## src/rtl/sample_debounce_pkg.sv

```systemverilog
// Shared types and default parameters for the sample_debounce slice.
// Also provides the parameter legality check used at elaboration.
package sample_pkg;

    typedef logic [0:0] state_t;

    localparam state_t ST_STABLE = 1'b0;
    localparam state_t ST_CHECK  = 1'b1;

    localparam int DEF_WIDTH         = 4;
    localparam int DEF_STABLE_CYCLES = 3;
    localparam int DEF_CNT_W         = 4;
    localparam int DEF_EVT_W         = 8;

    // The stability counter must be able to hold STABLE_CYCLES-1 and reach the threshold.
    function automatic bit stable_cycles_ok(input int stable_cycles, input int cnt_w);
        return (stable_cycles >= 1) && (stable_cycles < (1 << cnt_w));
    endfunction

    localparam bit DEF_PARAMS_OK = stable_cycles_ok(DEF_STABLE_CYCLES, DEF_CNT_W);

endpackage

```

## src/rtl/sample_debounce_sat_counter.sv

```systemverilog
// Saturating event counter with synchronous clear.
// A clear coincident with an increment leaves the count at one, so that event is not lost.
module sat_counter #(
    parameter int W = 8
) (
    input  logic         clk,
    input  logic         rst,
    input  logic         clr,
    input  logic         inc,
    output logic [W-1:0] q
);

    localparam logic [W-1:0] Q_MAX = {W{1'b1}};

    logic [W-1:0] q_q;
    logic [W-1:0] q_d;

    // Next count: clear wins, increment saturates at all-ones.
    always_comb begin
        q_d = q_q;
        if (clr) begin
            if (inc) begin
                q_d = W'(1'b1);
            end else begin
                q_d = {W{1'b0}};
            end
        end else if (inc && (q_q != Q_MAX)) begin
            q_d = q_q + W'(1'b1);
        end else begin
            q_d = q_q;
        end
    end

    // Count register.
    always_ff @(posedge clk) begin
        if (rst) begin
            q_q <= {W{1'b0}};
        end else begin
            q_q <= q_d;
        end
    end

    assign q = q_q;

endmodule

```

## src/rtl/sample_debounce.sv

```systemverilog
// Debounce filter for the registered sample bus: a new value is accepted only after it
// holds for STABLE_CYCLES consecutive enabled clocks; publishes edge pulses and a commit count.
module sample_debounce
    import sample_pkg::*;
#(
    parameter int WIDTH         = DEF_WIDTH,
    parameter int STABLE_CYCLES = DEF_STABLE_CYCLES,
    parameter int CNT_W         = DEF_CNT_W,
    parameter int EVT_W         = DEF_EVT_W
) (
    input  logic             clk,
    input  logic             rst,
    input  logic             en,
    input  logic [WIDTH-1:0] din,
    input  logic             evt_clr,
    output logic [WIDTH-1:0] dout,
    output logic [WIDTH-1:0] rise,
    output logic [WIDTH-1:0] fall,
    output logic             chg,
    output logic             busy,
    output logic [EVT_W-1:0] evt_cnt
);

    if (!stable_cycles_ok(STABLE_CYCLES, CNT_W)) begin : g_param_check
        $error("sample_debounce: STABLE_CYCLES must be in 1 .. 2**CNT_W-1");
    end

    localparam logic [CNT_W-1:0] CNT_ONE    = CNT_W'(1);
    localparam logic [CNT_W-1:0] CNT_TARGET = CNT_W'(STABLE_CYCLES);

    state_t           state_q, state_d;
    logic [WIDTH-1:0] cand_q,  cand_d;
    logic [CNT_W-1:0] cnt_q,   cnt_d;
    logic [WIDTH-1:0] dout_q,  dout_d;
    logic [WIDTH-1:0] rise_q,  rise_d;
    logic [WIDTH-1:0] fall_q,  fall_d;
    logic             chg_q,   chg_d;
    logic             busy_q,  busy_d;
    logic             commit_s;
    logic [WIDTH-1:0] new_val_s;

    // Qualification FSM: decides when the candidate has held long enough to commit.
    always_comb begin
        state_d   = state_q;
        cand_d    = cand_q;
        cnt_d     = cnt_q;
        commit_s  = 1'b0;
        new_val_s = dout_q;
        if (en) begin
            case (state_q)
                ST_STABLE: begin
                    if (din != dout_q) begin
                        if (STABLE_CYCLES == 1) begin
                            commit_s  = 1'b1;
                            new_val_s = din;
                        end else begin
                            cand_d  = din;
                            cnt_d   = CNT_ONE;
                            state_d = ST_CHECK;
                        end
                    end else begin
                        state_d = ST_STABLE;
                    end
                end
                ST_CHECK: begin
                    if (din == dout_q) begin
                        // Input fell back to the accepted value: drop the candidate.
                        state_d = ST_STABLE;
                        cnt_d   = {CNT_W{1'b0}};
                    end else if (din != cand_q) begin
                        cand_d = din;
                        cnt_d  = CNT_ONE;
                    end else if ((cnt_q + CNT_ONE) == CNT_TARGET) begin
                        commit_s  = 1'b1;
                        new_val_s = cand_q;
                        state_d   = ST_STABLE;
                        cnt_d     = {CNT_W{1'b0}};
                    end else begin
                        cnt_d = cnt_q + CNT_ONE;
                    end
                end
                default: begin
                    state_d = ST_STABLE;
                    cnt_d   = {CNT_W{1'b0}};
                end
            endcase
        end else begin
            state_d = state_q;
        end
    end

    // Output next-state: accepted value, edge pulses and status.
    always_comb begin
        if (commit_s) begin
            dout_d = new_val_s;
            rise_d = new_val_s & ~dout_q;
            fall_d = ~new_val_s & dout_q;
            chg_d  = 1'b1;
        end else begin
            dout_d = dout_q;
            rise_d = {WIDTH{1'b0}};
            fall_d = {WIDTH{1'b0}};
            chg_d  = 1'b0;
        end
        busy_d = (state_d == ST_CHECK);
    end

    // State and output registers.
    always_ff @(posedge clk) begin
        if (rst) begin
            state_q <= ST_STABLE;
            cand_q  <= {WIDTH{1'b0}};
            cnt_q   <= {CNT_W{1'b0}};
            dout_q  <= {WIDTH{1'b0}};
            rise_q  <= {WIDTH{1'b0}};
            fall_q  <= {WIDTH{1'b0}};
            chg_q   <= 1'b0;
            busy_q  <= 1'b0;
        end else begin
            state_q <= state_d;
            cand_q  <= cand_d;
            cnt_q   <= cnt_d;
            dout_q  <= dout_d;
            rise_q  <= rise_d;
            fall_q  <= fall_d;
            chg_q   <= chg_d;
            busy_q  <= busy_d;
        end
    end

    sat_counter #(
        .W (EVT_W)
    ) u_evt_cnt (
        .clk (clk),
        .rst (rst),
        .clr (evt_clr),
        .inc (commit_s),
        .q   (evt_cnt)
    );

    assign dout = dout_q;
    assign rise = rise_q;
    assign fall = fall_q;
    assign chg  = chg_q;
    assign busy = busy_q;

endmodule

```

## config.mk

```make
export PLATFORM = sky130hd
export DESIGN_NAME = sample_debounce
export DESIGN_NICKNAME = d
export VERILOG_FILES = /design/src/rtl/sample_debounce_pkg.sv /design/src/rtl/sample_debounce_sat_counter.sv /design/src/rtl/sample_debounce.sv
export SDC_FILE = /design/constraint.sdc
export NUM_CORES = 1
export LEC_CHECK = 0
export ABC_AREA = 1
export CORE_UTILIZATION = 49
export CTS_BUF_LIST = sky130_fd_sc_hd__clkbuf_8
export CTS_CLUSTER_SIZE = 20
export DETAILED_ROUTE_END_ITERATION = 6
export PLACE_DENSITY = 0.78
export SKIP_LAST_GASP = 1
export SYNTH_ARGS = -nofsm -noshare
export SYNTH_HDL_FRONTEND = slang
export SYNTH_HIERARCHICAL = 1
export SYNTH_SLANG_ARGS = --single-unit
```

## constraint.sdc

```tcl
create_clock -name clk -period 1.7 [get_ports clk]
set_input_delay 0.34 -clock clk [delete_from_list [all_inputs] [get_ports clk]]
set_output_delay 0.34 -clock clk [all_outputs]
set_load 0.05 [all_outputs]
```

Word level (Yosys, flattened, before mapping)
Index checks and enable logic that the tools add are counted. W data, S select, Z words.

Bits in registers: 30. Output and inout port bits: 22.

Eq/ne operators: 8. Bitwise gates (word level): 6. $add $sub $neg: 2. Reductions and logical operators: 5. Mux-type cells: 28.

Operators with widths (count): $mux W4 (12); $mux W8 (2); $pmux W4 S2 (2); $mux W1 (11); $add A8 B1 Y8 const B (1); $and A4 B4 Y4 (2); $ne A4 B4 Y1 (2); $ne A8 B8 Y1 const B (1); $not A4 Y4 (2); $add A4 B1 Y4 const B (1); $eq A4 B2 Y1 const B (1); $eq A4 B4 Y1 (1); $ne A2 B2 Y1 const B (2); $reduce_and A4 Y1 (1); $ne A2 B1 Y1 const B (1); $not A1 Y1 (2); $pmux W1 S2 (1); $reduce_and A2 Y1 (1); $reduce_bool A2 Y1 (1); $reduce_or A2 Y1 (1); $logic_and A1 B1 Y1 (1).

Longest topological paths before layout
Depth in word-level cells: 10. Gate-level depth with buffers: 14. Mapped depth without buffers: 14.

Hierarchy
Netlist, hierarchy kept.

By module, submodules not included: sample_debounce (times used 1, sequential area each 440.4 um^2, cells each 165, area an instance 1112.3 um^2); sat_counter (times used 1, sequential area each 160.2 um^2, cells each 86, area an instance 525.5 um^2).

Worst setup path after synthesis
OpenSTA, ideal clock, no wires.

Path type: register to register. Start: register dout_q[3] (netlist: dout[3]). End: register u_evt_cnt.q_q[1] (netlist: u_evt_cnt/q[1]). Path slack: -0.266 ns. Arrival: 1.851 ns. Clock period less this slack: 1.966 ns. Cell stages (with the launch flop): 14. Buffers on the path: 0. Cells stage by stage: dfxtp_1 inv_1 nand2_1 nand2_1 nor2_1 nand2_1 nand2_2 nor2_4 nand2_2 inv_1 nand2_4 inv_1 o21ai_1 nor2_1.

Word-level cells in the longest chain between the ends: 6.

RTL lines: start, declared (line sample_debounce.sv:34) `logic [WIDTH-1:0] dout_q, dout_d;`; start signal, assigned (line sample_debounce.sv:114) `dout_q <= {WIDTH{1'b0}};`; start signal, assigned (line sample_debounce.sv:123) `dout_q <= dout_d;`; $eq A4 B4 Y1 (line sample_debounce.sv:66) `if (din == dout_q) begin`; $mux W1 (line sample_debounce.sv:66); $mux W1 (line sample_debounce.sv:50) `case (state_q)`; $mux W1 (line sample_debounce.sv:49) `if (en) begin`; $logic_and A1 B1 Y1 (line sample_debounce_sat_counter.sv:27) `end else if (inc && (q_q != Q_MAX)) begin`; $reduce_bool A2 Y1 (no line); end signal, assigned (line sample_debounce_sat_counter.sv:37) `q_q <= {W{1'b0}};`; end signal, assigned (line sample_debounce_sat_counter.sv:39) `q_q <= q_d;`; end, declared (line sample_debounce_sat_counter.sv:15) `logic [W-1:0] q_q;`.

No other way between the ends. A chain may end at the register's enable or synchronous reset.

Final worst setup path
Start: register cnt_q[1]. End: register dout_q[0] (netlist: dout[0]).

Word-level cells in the longest chain between the ends: 7. Elaborated cells on any way between the ends: 12. Classes of those cells: 1 x add/sub; 1 x eq/ne; 10 x mux.

RTL lines: start, declared (line sample_debounce.sv:33) `logic [CNT_W-1:0] cnt_q, cnt_d;`; start signal, assigned (line sample_debounce.sv:113) `cnt_q <= {CNT_W{1'b0}};`; start signal, assigned (line sample_debounce.sv:122) `cnt_q <= cnt_d;`; $add A4 B1 Y4 (*) (line sample_debounce.sv:73) `end else if ((cnt_q + CNT_ONE) == CNT_TARGET) begin`; $eq A4 B2 Y1 (*) (line sample_debounce.sv:73); $mux W4 / $mux W1 (equally long branches) (line sample_debounce.sv:73); $mux W4 / $mux W1 (equally long branches) (line sample_debounce.sv:70) `end else if (din != cand_q) begin`; $mux W4 / $mux W1 (equally long branches) (line sample_debounce.sv:66); $mux W4 / $mux W1 (equally long branches) (line sample_debounce.sv:50); $mux W4 / $mux W1 (equally long branches) (line sample_debounce.sv:49).

Every way passes the cells marked *; elsewhere a longest branch is shown, timed or not.

==> results.md <==
- Crit-path cells: ha_2, nand2_1, inv_1, nor2_2, nor2_1, nand2_1, buf_4, nor2_4, nand2_2, nand2_1, nand2_1, nor2_1
- Comb power frac: 13.3%
- Antenna Nets Post-Route: 0
- Clock sinks: 30
- CTS clk-pin slew, worst paths: 60 ps
- Crit path kind: reg -> reg
- WP data required: 1910 ps
- CP most frequent cell: nand2_1
- Synth Cell Area: 0.00164 mm2
- Post-layout nets: 312
- Clock latency on the worst-skew pair: 280 ps
- YS warnings: 6
- Sequential power share: 48.1%
- Critical Path AT: 1750 ps
- CTS Buffer Depth: 2
- Fmax achieved: 0.653 GHz
- Post-layout min period: 1530 ps
- RD Place Congestion: 0.879
- Initial antenna violation count: 0
- Chip Width: 59.8 um
- CP max stage delay: 360 ps
- CP Capture Type: register
- DP HPWL: 2750 um
- P_int: 1.12 mW
- Layout Skew: 6.74 ps
- WL per Instance: 10.8 um
- Post-synth top area cell: dfxtp_1
- P&R area growth vs syn: 35.1%
- DIE AREA: 0.00358 mm2
- Max-slew violations: 0
- Slowest-stage cell, CP: dfxtp_4
- Pin count of the biggest net entering global routing: 14
- I/O pin total: 30
- Via density: 4.77
- First-pass DRT Iterations: 4
- Setup TNS: 0 ps
- Fin crit share: 90.1%
- Prevailing post-synth register cell: dfxtp_1
- Antenna fix cells: 0
- CTS tree: yes
- Worst path bufs/invs: 2
- Leak: 1.06 nW
- Synth Net Count: 262
- Core footprint: 0.00310 mm2
- Final Util: 71.3%
- Post-Synth XOR/XNOR Area: 0.535%
- Synth Register Bits: 30
- Root Buffer: clkbuf_8
- H-tree depth: 2
- Largest family of logic cells by synthesized area: simple AND/OR/NAND/NOR gates
- Fillers: 295
- Max-Cap Viols: 0
- Post-CTS setup buffers: 0
- Top cell type's share of synthesized area: 36.7%
- IO Port Bufs: 29
- Headroom to the max-slew limit: 73.3%
- Initial drt markers: 138
- Post-synthesis mux area share: 0%
- Final Cell Area: 0.00221 mm2
- Top cells by count, synth: 81 x nand2_1, 37 x nor2_1, 31 x inv_1
- Startpoint type of the worst setup path: register
- DP Area: 0.00208 mm2
- Worst hold slack: 461 ps
- CP Max Fanout: 5
- Final Hold Fails: 0
- Final Setup Violations: 0
- Global-route wire length before repair: 6170 um
- Die height: 59.8 um
- Vias: 1652
- Area contributors post-synth: dfxtp_1 37%, nand2_1 19%, nor2_1 8.5%
- Vias in the first global route: 1391
- Synth async-reset ratio: 0%
- Avg Cell Area, Syn: 6.53 um2
- Clock Power Share: 38.6%
- Residual DRC: 0
- Worst hold path type: in -> reg
- Unrepaired setup endpoints after global routing: yes
- WL final: 3740 um
- Post-synthesis adder-cell area fraction: 2.29%
- Post-synth EDFFs: 0
- Rows: 20
- Overflow after GRT: 0
- PD cells: 692 mW/mm2
- Initial Utilization: 52.8%
- Tot Pwr: 1.53 mW
- Switching pwr: 0.411 mW
- Count of cell types in the netlist: 23
- Count leader, synth: nand2_1
- Layout cell share with drive strength beyond 1: 29.8%
- Outcome: complete, no violations
- Delay-heaviest family, CP: simple AND/OR/NAND/NOR gates
- Switching part of the total: 26.8%
- Synth Area in Simple Gates: 46.0%
- Seq/Total Area, Yosys: 36.7%
- Area fraction in compound gates after synthesis: 5.12%
- Slew at the pin closest to its max-slew limit: 400 ps
- GRT Overall Usage: 23.8%
- Maximum vdd drop: 0.427 mV
- Synthesized instance count: 251
- CTS Buf Count: 5
[power groups by stage]
stage	clock network, mW	registers (mW)	logic, mW
5_1_grt	0.636	0.739	0.226
6_report	0.591	0.736	0.203
4_1_cts	0.612	0.736	0.202
3_3_place_gp	0	0.752	0.197
2_1_floorplan	0	0.765	0.108
3_5_place_dp	0	0.752	0.200
[final timing paths]
kind / from / to / slack (ps) / cells past startpoint
setup / recovery: cnt_q[1] / dout[0] / 170 / 12
hold / removal: din[0] / cand_q[0] / 460 / 5
setup reg to reg: cnt_q[1] / dout[0] / 170 / 12
hold reg to reg: cand_q[1] / fall[1] / 480 / 1
[area by class of cell]
class | instances | area, um2 | area share, %
timing repair buffer | 46 | 398 | 18.0
sequential | 30 | 626 | 28.3
multi-input combinational | 181 | 900 | 40.7
clock inverter | 2 | 12.5 | 0.566
inverter | 37 | 139 | 6.28
tap | 44 | 55.1 | 2.49
clock buffer | 6 | 82.6 | 3.73
[worst register-to-register path: stages, from the launching register on]
cell     delay (ps)
dfxtp_4         360
ha_2            180
nand2_1          50
inv_1            70
nor2_2           40
nor2_1           70
nand2_1          70
buf_4           150
nor2_4          150
nand2_2         110
nand2_1          80
nand2_1          40
nor2_1           90
[per-stage QoR]
step                worst slack (ps)  cells
floorplan                       20.6    251
global placement                -324    338
detailed placement              -349    338
CTS                             2.89    346
global route                   -51.6    346
finish                           169    346
[cells by family after synthesis]
| group | after synthesis |
|---|---|
| fa+ha+maj | 3 |
| flops | 30 |
| simple gates | 161 |
| compound gates | 16 |
| buf+inv | 40 |
| xor+xnor | 1 |
[what timing repair did]
| action | in CTS | in global routing |
|---|---|---|
| resized for setup | 2 | 14 |
| endpoints found under the setup margin | 12 | 21 |
| hold buffers | 0 | 0 |
| pin swaps | 0 | 2 |
| endpoints found under the hold margin | 0 | 0 |
[registers in the layout, indices dropped and copies added (netlist names)]
name         flops
u_evt_cnt/q      8
cand_q           4
cnt_q            4
dout             4
fall             4
rise             4
busy             1
chg              1
[cell usage in the layout, fill, tap and decap left out, types with 5 or more instances in the layout]
cell type,synthesis,final
a21oi_1,11,10
buf_4,1,37
clkbuf_8,0,6
dfxtp_1,30,22
dfxtp_4,0,6
inv_1,31,30
inv_2,6,7
nand2_1,81,81
nand2_2,6,6
nand3_1,16,16
nand4_1,5,5
nor2_1,37,33
nor2_2,3,7
[metal layers]
layer | wire length [um] | part of all wire (%) | track usage [%] | vias up
met5 | 0 | 0 | 0 | -
met1 | 1770 | 47 | 33.9 | 728
li1 | - | - | - | 871
met3 | 235 | 6.3 | 4.76 | 9
met2 | 1670 | 45 | 33.0 | 44
met4 | 61 | 1.6 | 14.0 | 0
No activity file was read; power rests on OpenSTA's default activity.
